--- src/rtl/decode_pipe_ctrl_pkg.sv ---
// Shared constants and types for the registered decode stage.
// Opcodes, func7 values, memory type codes, FSM states, control bundle.
package decode_pipe_ctrl_pkg;

  localparam logic [6:0] OP_RTYPE = 7'b0110011;
  localparam logic [6:0] OP_ITYPE = 7'b0010011;
  localparam logic [6:0] OP_LOAD  = 7'b0000011;
  localparam logic [6:0] OP_STORE = 7'b0100011;
  localparam logic [6:0] OP_BTYPE = 7'b1100011;
  localparam logic [6:0] OP_JAL   = 7'b1101111;
  localparam logic [6:0] OP_JALR  = 7'b1100111;
  localparam logic [6:0] OP_LUI   = 7'b0110111;
  localparam logic [6:0] OP_AUIPC = 7'b0010111;

  localparam logic [6:0] F7_BASE   = 7'b0000000;
  localparam logic [6:0] F7_ALT    = 7'b0100000;
  localparam logic [6:0] F7_MULDIV = 7'b0000001;

  localparam logic [1:0] STORE_SB  = 2'b00;
  localparam logic [1:0] STORE_SH  = 2'b01;
  localparam logic [1:0] STORE_SW  = 2'b10;
  localparam logic [1:0] STORE_DEF = 2'b11;

  localparam logic [2:0] LOAD_LB  = 3'b000;
  localparam logic [2:0] LOAD_LH  = 3'b001;
  localparam logic [2:0] LOAD_LW  = 3'b010;
  localparam logic [2:0] LOAD_LBU = 3'b011;
  localparam logic [2:0] LOAD_LHU = 3'b100;
  localparam logic [2:0] LOAD_DEF = 3'b111;

  typedef enum logic {
    ST_RUN  = 1'b0,
    ST_TRAP = 1'b1
  } state_e;

  typedef struct packed {
    logic       alu_src;
    logic       muldiv;
    logic       br;
    logic       jmp;
    logic       mem_write;
    logic [1:0] store_type;
    logic [2:0] load_type;
    logic       wb_load;
    logic       wb_reg_file;
    logic       invalid;
  } ctrl_t;

  // Bundle with every side effect disabled and default memory types.
  function automatic ctrl_t ctrl_safe();
    ctrl_t c;
    c            = '0;
    c.store_type = STORE_DEF;
    c.load_type  = LOAD_DEF;
    return c;
  endfunction

endpackage

--- src/rtl/decode_pipe_ctrl_if.sv ---
// Fetch-side, EX-side and trap handshake signals of the decode stage.
// slave = the stage itself, master = its environment.
interface decode_pipe_ctrl_if #(
  parameter int XLEN  = 32,
  parameter int CNT_W = 8
);
  logic             in_valid;
  logic             in_ready;
  logic [31:0]      inst_in;
  logic [XLEN-1:0]  pc_in;
  logic             flush;
  logic             out_valid;
  logic             out_ready;
  logic [XLEN-1:0]  pc_out;
  logic             ex_alu_src;
  logic             ex_muldiv;
  logic             br_inst;
  logic             jmp_inst;
  logic             mem_write;
  logic [1:0]       mem_store_type;
  logic [2:0]       mem_load_type;
  logic             wb_load;
  logic             wb_reg_file;
  logic             invalid_inst;
  logic             trap_req;
  logic [XLEN-1:0]  trap_pc;
  logic             trap_ack;
  logic [CNT_W-1:0] illegal_cnt;

  modport slave (
    input  in_valid, inst_in, pc_in, flush, out_ready, trap_ack,
    output in_ready, out_valid, pc_out, ex_alu_src, ex_muldiv,
    output br_inst, jmp_inst, mem_write, mem_store_type,
    output mem_load_type, wb_load, wb_reg_file, invalid_inst,
    output trap_req, trap_pc, illegal_cnt
  );

  modport master (
    output in_valid, inst_in, pc_in, flush, out_ready, trap_ack,
    input  in_ready, out_valid, pc_out, ex_alu_src, ex_muldiv,
    input  br_inst, jmp_inst, mem_write, mem_store_type,
    input  mem_load_type, wb_load, wb_reg_file, invalid_inst,
    input  trap_req, trap_pc, illegal_cnt
  );
endinterface

--- src/rtl/decode_pipe_ctrl_fields.sv ---
// Combinational RV32I(+M) field decoder: instruction word to controls.
// Illegal encodings come out as the safe bundle with invalid set.
module decode_pipe_ctrl_fields
  import decode_pipe_ctrl_pkg::*;
#(
  parameter bit EN_MULDIV = 1'b0
) (
  input  logic [31:0] inst_i,
  output ctrl_t       ctrl_o
);

  logic [6:0] op;
  logic [2:0] f3;
  logic [6:0] f7;
  logic       legal;
  ctrl_t      c;
  logic       unused_bits;

  assign op = inst_i[6:0];
  assign f3 = inst_i[14:12];
  assign f7 = inst_i[31:25];
  assign unused_bits = ^{inst_i[24:15], inst_i[11:7]};

  // Per-opcode legality and control generation.
  always_comb begin
    c     = ctrl_safe();
    legal = 1'b0;
    case (op)
      OP_RTYPE: begin
        c.wb_reg_file = 1'b1;
        case (f7)
          F7_BASE:   legal = 1'b1;
          F7_ALT:    legal = (f3 == 3'b000) || (f3 == 3'b101);
          F7_MULDIV: begin
            legal    = EN_MULDIV;
            c.muldiv = EN_MULDIV;
          end
          default:   legal = 1'b0;
        endcase
      end
      OP_ITYPE: begin
        c.alu_src     = 1'b1;
        c.wb_reg_file = 1'b1;
        if (f3 == 3'b001)
          legal = (f7 == F7_BASE);
        else if (f3 == 3'b101)
          legal = (f7 == F7_BASE) || (f7 == F7_ALT);
        else
          legal = 1'b1;
      end
      OP_LOAD: begin
        c.alu_src     = 1'b1;
        c.wb_reg_file = 1'b1;
        c.wb_load     = 1'b1;
        legal         = 1'b1;
        case (f3)
          3'b000:  c.load_type = LOAD_LB;
          3'b001:  c.load_type = LOAD_LH;
          3'b010:  c.load_type = LOAD_LW;
          3'b100:  c.load_type = LOAD_LBU;
          3'b101:  c.load_type = LOAD_LHU;
          default: legal = 1'b0;
        endcase
      end
      OP_STORE: begin
        c.alu_src   = 1'b1;
        c.mem_write = 1'b1;
        legal       = 1'b1;
        case (f3)
          3'b000:  c.store_type = STORE_SB;
          3'b001:  c.store_type = STORE_SH;
          3'b010:  c.store_type = STORE_SW;
          default: legal = 1'b0;
        endcase
      end
      OP_BTYPE: begin
        c.br  = 1'b1;
        legal = (f3 != 3'b010) && (f3 != 3'b011);
      end
      OP_JAL: begin
        c.jmp         = 1'b1;
        c.wb_reg_file = 1'b1;
        legal         = 1'b1;
      end
      OP_JALR: begin
        c.jmp         = 1'b1;
        c.alu_src     = 1'b1;
        c.wb_reg_file = 1'b1;
        legal         = (f3 == 3'b000);
      end
      OP_LUI, OP_AUIPC: begin
        c.alu_src     = 1'b1;
        c.wb_reg_file = 1'b1;
        legal         = 1'b1;
      end
      default: legal = 1'b0;
    endcase
    ctrl_o = c;
    if (!legal) begin
      ctrl_o         = ctrl_safe();
      ctrl_o.invalid = 1'b1;
    end
  end

endmodule

--- src/rtl/decode_pipe_ctrl.sv ---
// Registered decode stage: valid/ready pipeline register with flush,
// trap FSM on illegal instructions and a saturating illegal counter.
module decode_pipe_ctrl
  import decode_pipe_ctrl_pkg::*;
#(
  parameter int XLEN      = 32,
  parameter bit EN_MULDIV = 1'b0,
  parameter int CNT_W     = 8
) (
  input logic          clk,
  input logic          rst,
  decode_pipe_ctrl_if.slave bus
);

  ctrl_t            dec;
  ctrl_t            ctrl_q;
  logic [XLEN-1:0]  pc_q;
  logic             out_valid_q;
  logic [XLEN-1:0]  trap_pc_q;
  logic [CNT_W-1:0] cnt_q;
  state_e           state_q;
  state_e           state_d;
  logic             trap_req;
  logic             in_ready;
  logic             accept;
  logic             take_trap;

  decode_pipe_ctrl_fields #(
    .EN_MULDIV (EN_MULDIV)
  ) u_fields (
    .inst_i (bus.inst_in),
    .ctrl_o (dec)
  );

  assign in_ready  = (state_q == ST_RUN) && !bus.flush &&
                     (!out_valid_q || bus.out_ready);
  assign accept    = bus.in_valid && in_ready;
  assign take_trap = accept && dec.invalid;

  // Pipeline register: load on accept, hold under stall, kill on flush.
  always_ff @(posedge clk) begin
    if (rst) begin
      out_valid_q <= 1'b0;
      ctrl_q      <= ctrl_safe();
      pc_q        <= '0;
    end else begin
      if (bus.flush)
        out_valid_q <= 1'b0;
      else if (accept)
        out_valid_q <= 1'b1;
      else if (bus.out_ready)
        out_valid_q <= 1'b0;
      if (accept) begin
        ctrl_q <= dec;
        pc_q   <= bus.pc_in;
      end
    end
  end

  // Trap pc capture and saturating illegal-instruction counter.
  always_ff @(posedge clk) begin
    if (rst) begin
      trap_pc_q <= '0;
      cnt_q     <= '0;
    end else if (take_trap) begin
      trap_pc_q <= bus.pc_in;
      if (!(&cnt_q))
        cnt_q <= cnt_q + 1'b1;
    end
  end

  // Trap FSM state register.
  always_ff @(posedge clk) begin
    if (rst)
      state_q <= ST_RUN;
    else
      state_q <= state_d;
  end

  // Trap FSM next state and trap request.
  always_comb begin
    state_d  = state_q;
    trap_req = 1'b0;
    case (state_q)
      ST_RUN: begin
        if (take_trap)
          state_d = ST_TRAP;
      end
      ST_TRAP: begin
        trap_req = 1'b1;
        if (bus.trap_ack)
          state_d = ST_RUN;
      end
      default: state_d = ST_RUN;
    endcase
  end

  assign bus.in_ready       = in_ready;
  assign bus.out_valid      = out_valid_q;
  assign bus.pc_out         = pc_q;
  assign bus.ex_alu_src     = ctrl_q.alu_src;
  assign bus.ex_muldiv      = ctrl_q.muldiv;
  assign bus.br_inst        = ctrl_q.br;
  assign bus.jmp_inst       = ctrl_q.jmp;
  assign bus.mem_write      = ctrl_q.mem_write;
  assign bus.mem_store_type = ctrl_q.store_type;
  assign bus.mem_load_type  = ctrl_q.load_type;
  assign bus.wb_load        = ctrl_q.wb_load;
  assign bus.wb_reg_file    = ctrl_q.wb_reg_file;
  assign bus.invalid_inst   = ctrl_q.invalid;
  assign bus.trap_req       = trap_req;
  assign bus.trap_pc        = trap_pc_q;
  assign bus.illegal_cnt    = cnt_q;

endmodule

--- src/flat_wrapper.sv ---
// flat-port wrapper written by rule: the top's interface ports become plain ports
module decode_pipe_ctrl_flat import decode_pipe_ctrl_pkg::*;
#(
  parameter int XLEN      = 32,
  parameter bit EN_MULDIV = 1'b0,
  parameter int CNT_W     = 8
)
  (clk, rst, bus_in_valid, bus_inst_in, bus_pc_in, bus_flush, bus_out_ready, bus_trap_ack, bus_in_ready, bus_out_valid, bus_pc_out, bus_ex_alu_src, bus_ex_muldiv, bus_br_inst, bus_jmp_inst, bus_mem_write, bus_mem_store_type, bus_mem_load_type, bus_wb_load, bus_wb_reg_file, bus_invalid_inst, bus_trap_req, bus_trap_pc, bus_illegal_cnt);
  decode_pipe_ctrl_if #(.XLEN(XLEN), .CNT_W(CNT_W)) bus_i ();
  input logic clk;
  input logic rst;
  input wire logic [$bits(bus_i.in_valid)-1:0] bus_in_valid;
  input wire logic [$bits(bus_i.inst_in)-1:0] bus_inst_in;
  input wire logic [$bits(bus_i.pc_in)-1:0] bus_pc_in;
  input wire logic [$bits(bus_i.flush)-1:0] bus_flush;
  input wire logic [$bits(bus_i.out_ready)-1:0] bus_out_ready;
  input wire logic [$bits(bus_i.trap_ack)-1:0] bus_trap_ack;
  output wire logic [$bits(bus_i.in_ready)-1:0] bus_in_ready;
  output wire logic [$bits(bus_i.out_valid)-1:0] bus_out_valid;
  output wire logic [$bits(bus_i.pc_out)-1:0] bus_pc_out;
  output wire logic [$bits(bus_i.ex_alu_src)-1:0] bus_ex_alu_src;
  output wire logic [$bits(bus_i.ex_muldiv)-1:0] bus_ex_muldiv;
  output wire logic [$bits(bus_i.br_inst)-1:0] bus_br_inst;
  output wire logic [$bits(bus_i.jmp_inst)-1:0] bus_jmp_inst;
  output wire logic [$bits(bus_i.mem_write)-1:0] bus_mem_write;
  output wire logic [$bits(bus_i.mem_store_type)-1:0] bus_mem_store_type;
  output wire logic [$bits(bus_i.mem_load_type)-1:0] bus_mem_load_type;
  output wire logic [$bits(bus_i.wb_load)-1:0] bus_wb_load;
  output wire logic [$bits(bus_i.wb_reg_file)-1:0] bus_wb_reg_file;
  output wire logic [$bits(bus_i.invalid_inst)-1:0] bus_invalid_inst;
  output wire logic [$bits(bus_i.trap_req)-1:0] bus_trap_req;
  output wire logic [$bits(bus_i.trap_pc)-1:0] bus_trap_pc;
  output wire logic [$bits(bus_i.illegal_cnt)-1:0] bus_illegal_cnt;
  assign bus_i.in_valid = bus_in_valid;
  assign bus_i.inst_in = bus_inst_in;
  assign bus_i.pc_in = bus_pc_in;
  assign bus_i.flush = bus_flush;
  assign bus_i.out_ready = bus_out_ready;
  assign bus_i.trap_ack = bus_trap_ack;
  assign bus_in_ready = bus_i.in_ready;
  assign bus_out_valid = bus_i.out_valid;
  assign bus_pc_out = bus_i.pc_out;
  assign bus_ex_alu_src = bus_i.ex_alu_src;
  assign bus_ex_muldiv = bus_i.ex_muldiv;
  assign bus_br_inst = bus_i.br_inst;
  assign bus_jmp_inst = bus_i.jmp_inst;
  assign bus_mem_write = bus_i.mem_write;
  assign bus_mem_store_type = bus_i.mem_store_type;
  assign bus_mem_load_type = bus_i.mem_load_type;
  assign bus_wb_load = bus_i.wb_load;
  assign bus_wb_reg_file = bus_i.wb_reg_file;
  assign bus_invalid_inst = bus_i.invalid_inst;
  assign bus_trap_req = bus_i.trap_req;
  assign bus_trap_pc = bus_i.trap_pc;
  assign bus_illegal_cnt = bus_i.illegal_cnt;
  decode_pipe_ctrl #(.XLEN(XLEN), .EN_MULDIV(EN_MULDIV), .CNT_W(CNT_W)) u_core (.clk(clk), .rst(rst), .bus(bus_i));
endmodule
--- config.mk ---
export PLATFORM = sky130hd
export DESIGN_NAME = decode_pipe_ctrl_flat
export DESIGN_NICKNAME = d
export VERILOG_FILES = /design/src/rtl/decode_pipe_ctrl_pkg.sv /design/src/rtl/decode_pipe_ctrl_if.sv /design/src/rtl/decode_pipe_ctrl_fields.sv /design/src/rtl/decode_pipe_ctrl.sv /design/src/flat_wrapper.sv
export SDC_FILE = /design/constraint.sdc
export NUM_CORES = 1
export LEC_CHECK = 0
export CAP_MARGIN = 40
export CORE_ASPECT_RATIO = 0.5
export CORE_MARGIN = 4
export CORE_UTILIZATION = 44
export DETAILED_ROUTE_END_ITERATION = 10
export PLACE_DENSITY = 0.85
export SETUP_SLACK_MARGIN = 0.15
export SLEW_MARGIN = 10
export SYNTH_ARGS = -nofsm -noshare
export SYNTH_HDL_FRONTEND = slang
export SYNTH_SLANG_ARGS = --single-unit
--- constraint.sdc ---
create_clock -name clk -period 4.01 [get_ports clk]
set_input_delay 0.401 -clock clk [delete_from_list [all_inputs] [get_ports clk]]
set_output_delay 0.401 -clock clk [all_outputs]
set_load 0.01 [all_outputs]
==> results by stage <==
Worst setup path:
- On the critical path the largest part of the delay comes from compound AO/OA/AOI/OAI gates.
- On the worst path, the slowest cell contributes a delay of 690 ps.
- The setup path with the least slack is of type in2reg.
- The element type at the critical path start is an input pin.
- The kind of end point of the critical path is a register.
- At the worst endpoint, the arrival time is 3110 ps.
- The signal on the critical path passes through clkdlybuf4s50_1 > nor2b_1 > o21a_1 > o21ai_0 > a21o_2 > o21ai_0 > a21oi_1.
- For the worst setup path, the data required time is 4270 ps.
- The cell repeated most along the worst path is sky130_fd_sc_hd__o21ai_0.
- The maximum fanout count along the critical path is 35.
- The number of logic stages on the critical path including buffering is 7.
- The slowest library cell on the worst path is sky130_fd_sc_hd__o21ai_0.
- The count of cells along the worst register-to-register path is 6.
- The critical path buffer and inverter count is 1.

CTS:
- Once the clock tree was built, the setup fixing pass inserted 0 buffers.
- Clock latency on the worst-skew pair, taken at its later pin, is 320 ps.
- The number of buffers created by CTS is 9.
- The number of buffers added to fix hold violations after cts is 0.
- The number of sinks driven by the clock tree is 86.
- The tree is rooted in a sky130_fd_sc_hd__clkbuf_16.
- The number of levels the H-tree was split into is 3.
- The clock passes through at most 2 buffers.
- Post-CTS repair changed the size of 0 cells.
- The post-CTS clock slew at the launch and capture registers of the worst setup and hold paths is 60 ps.
- TritonCTS built the clock tree.

Routing:
- The detailed router finished its first iteration with 212 violations.
- In this run the remaining antenna-violating nets after routing total 0.
- Dividing the detail-routed wire length by the instance count gives 14.9 um.
- For this run, design rule violations remaining after detail routing come to 0.
- The sum of routed wire length over all layers is 9940 um.
- The mean number of vias per cell is 5.13.
- The length of the first detailed-routing pass in iterations is 4.
- The via count of the routed design is 3430.

Cells and area:
- The layout overhead on the synthesized area is 50.6%.
- The layout has 614 filler cells.
- The library cell used most frequently in the layout, excluding fill and tap cells, is sky130_fd_sc_hd__clkdlybuf4s50_1.
- After the last flow step, the layout net total stands at 629.
- In the final layout, flip-flops and latches occupy 1720 um^2.
- The total inserted antenna cells is 0.
- The multi-input combinational cells in the finished layout cover a total of 1570 um^2.
- Cells fill 69.5% of the core in the end.
- The library cells used most frequently in the layout, excluding fill and tap cells, are 140 x sky130_fd_sc_hd__clkdlybuf4s50_1, 107 x sky130_fd_sc_hd__nand2_1, 86 x sky130_fd_sc_hd__dfxtp_1.
- In the final layout, the share of cells above drive strength 1 is 5.35%.

Global routing:
- After global routing the overflow that remains totals 0.
- The number of antenna violations at the first check in global routing is 0.
- Global routing consumed, over all layers together, 20.8% of the routing resources.
- The via count of the first global-routing pass is 3278.
- Entering global routing, the biggest net connects 76 pins.
- The wire length of the first global-routing pass is 16100 um.

STA:
- The worst path uses 71.1% of the clock period.
- In the post-route analysis, the smallest setup slack over all paths is 1160 ps.
- The clock period minus worst slack is 2850 ps.
- The number of setup violations in the final report is 0.
- The actual transition at the worst max-transition pin is 873 ps.
- The worst pin sits at a relative slew slack of 41.2%.
- Clock skew on the completed layout was measured at 3.67 ps.
- The post-route setup TNS is 0 ps.
- The final-report max-slew violation count is 0.
- The hold violation count in the final report is 0.
- Timing would allow up to 351 MHz.
- Setup repair after global routing left no endpoint under its margin.

Yosys:
- The number of flops mapped to enable cells by yosys is 0.
- Among all flip-flop cells after synthesis, the most frequent one is sky130_fd_sc_hd__dfxtp_1.
- For this run, the number of Yosys warnings is 0.
- When the netlist entered floorplanning its net count stood at 505.
- The share of synthesized flip-flops with an asynchronous set or reset is 0%.
- The synthesized design devotes to its leading area cell type 50.0% of total area.
- Summing the sequential cell areas from Yosys gives 50.0% of the chip area.
- Counting distinct cell types in the post-synthesis netlist gives 47.
- Ranked by total cell area, the synthesized netlist is headed by sky130_fd_sc_hd__dfxtp_1 50%, sky130_fd_sc_hd__nand2_1 12%, sky130_fd_sc_hd__a21oi_1 11%, sky130_fd_sc_hd__o21ai_0 5.4%, sky130_fd_sc_hd__clkbuf_1 2.6%.
- In the synthesized netlist, the number of instances is 434.
- The post-synthesis register bit count is 86.
- Each instance of the synthesized netlist takes up on average 7.93 um^2.
- The cell area after technology mapping is 3440 um^2.
- The cell taking the most area after synthesis is sky130_fd_sc_hd__dfxtp_1.

Place:
- The sum of net half-perimeters after detailed placement is 6980 um.
- The final estimated routing congestion in global placement is 0.773.
- The count of input and output buffers is 141.
- OpenSTA, run right after detailed placement, puts the worst setup slack at 869 ps.

Run status:
- The run finished with clean final reports.

Power:
- The power density relative to cell area is 378 nW/um^2.
- The leakage component of the power is 1.82 nW.
- The switching power share of the total is 23.2%.
- Across the VDD grid, the largest voltage drop is 0.000268 V.
- The share of total power dissipated in the clock network is 39.6%.
- The internal power is 1.51 mW.
- For this design the total switching power over the nets is 454 uW.
- Per report_power, the sequential group accounts for 46.2% of the total.
- The relative contribution of combinational cells to total power is 14.2%.

Floorplan:
- The die is 70.5 um tall.
- The number of top-level design ports is 158.
- In this run the horizontal extent of the chip is 133 um.
- The effective utilization at floorplan is 46.1%.
- In this run the standard cell core region covers 7460 um^2.
- The total die area is 9390 um^2.
- In this run the core area contains 22 standard-cell rows.

Worst hold path:
- The count of cells along the worst hold path is 2.
- The path category of the worst min-delay check is reg2reg.

Flow run:
- The tool flagged a number of max-cap violations equal to 0.
[worst reg2reg max path: stages, from the launching register on]
cell and delay [ps]:
sky130_fd_sc_hd__dfxtp_1 330, sky130_fd_sc_hd__nor2_1 190, sky130_fd_sc_hd__nand3_2 220, sky130_fd_sc_hd__buf_4 390, sky130_fd_sc_hd__nor3_1 520, sky130_fd_sc_hd__a31oi_1 120, sky130_fd_sc_hd__or2_2 290
[flip-flops by register name, indices dropped and copies added, names as in the netlist, 2 cells and up]
register	cells
u_core.bus.pc_out	32
u_core.bus.trap_pc	32
u_core.bus.illegal_cnt	8
u_core.bus.mem_load_type	3
u_core.bus.mem_store_type	2
[worst paths after layout]
kind,startpoint,end,slack [ps]
min reg2reg,u_core.bus.pc_out[4],u_core.bus.pc_out[4],450
min,u_core.bus.pc_out[4],u_core.bus.pc_out[4],450
max reg2reg,u_core.state_q,u_core.bus.mem_load_type[2],1840
max,bus_inst_in[14],u_core.bus.trap_pc[12],1160
[layer usage]
layer  vias to the layer above  track usage (%)  routed length (um)
met5                         -                0                   0
met3                         8             5.11                 492
met4                         0             5.30                 126
met1                      1615             25.2                4260
li1                       1718                -                   -
met2                        89             37.5                5060
[synth_stat cells (all sizes together) (2+ instances only)]
| cell type | number |
|---|---|
| a21o | 5 |
| nor3 | 5 |
| inv | 5 |
| nor2b | 2 |
| nand4 | 2 |
| nor2 | 21 |
| clkbuf | 24 |
| dfxtp | 86 |
| or4 | 3 |
| o32ai | 3 |
| and2 | 2 |
| nand2b | 7 |
| and3 | 3 |
| a211oi | 4 |
| o21ai | 37 |
| nand3 | 7 |
| a21oi | 79 |
| buf | 10 |
| or2 | 2 |
| nand2 | 107 |
[through the flow]
step	hold slack, ps	cells	power, mW	cell area (um^2)
4_1_cts	450	669	1.98	5180
3_5_place_dp	447	655	1.20	4910
2_1_floorplan	476	434	1.04	3440
3_3_place_gp	441	654	1.19	4890
5_1_grt	469	669	2.04	5180
6_report	452	669	1.96	5180
[kinds of logic after synthesis]
family,Yosys count,share of synthesized area [%]
xor gates and xnor gates,1,0.254
muxes,1,0.291
DFF,86,50.0
adders and majority gates,1,0.363
AOI/OAI and AO/OA,137,22.5
other,1,0.109
and+or+nand+nor,168,21.8
buffers and inverters,39,4.62
[area by class of cell]
cell class              instances  share of cell area, %
clock buffers                  12                   4.56
clock inverters                 2                  0.676
inverters                       5                  0.362
multi-input cells             309                   30.4
flip-flops and latches         86                   33.2
well taps                     108                   2.61
repair buffers                147                   28.2
[power by group through the flow]
stage | combinational [mW] | sequential, mW | clock, mW
final | 0.278 | 0.906 | 0.777
after global routing | 0.301 | 0.910 | 0.829
after CTS | 0.279 | 0.906 | 0.795
after detailed placement | 0.278 | 0.925 | 0
after global placement | 0.271 | 0.923 | 0
after floorplan | 0.104 | 0.940 | 0
No activity file was read; power rests on OpenSTA's default activity.
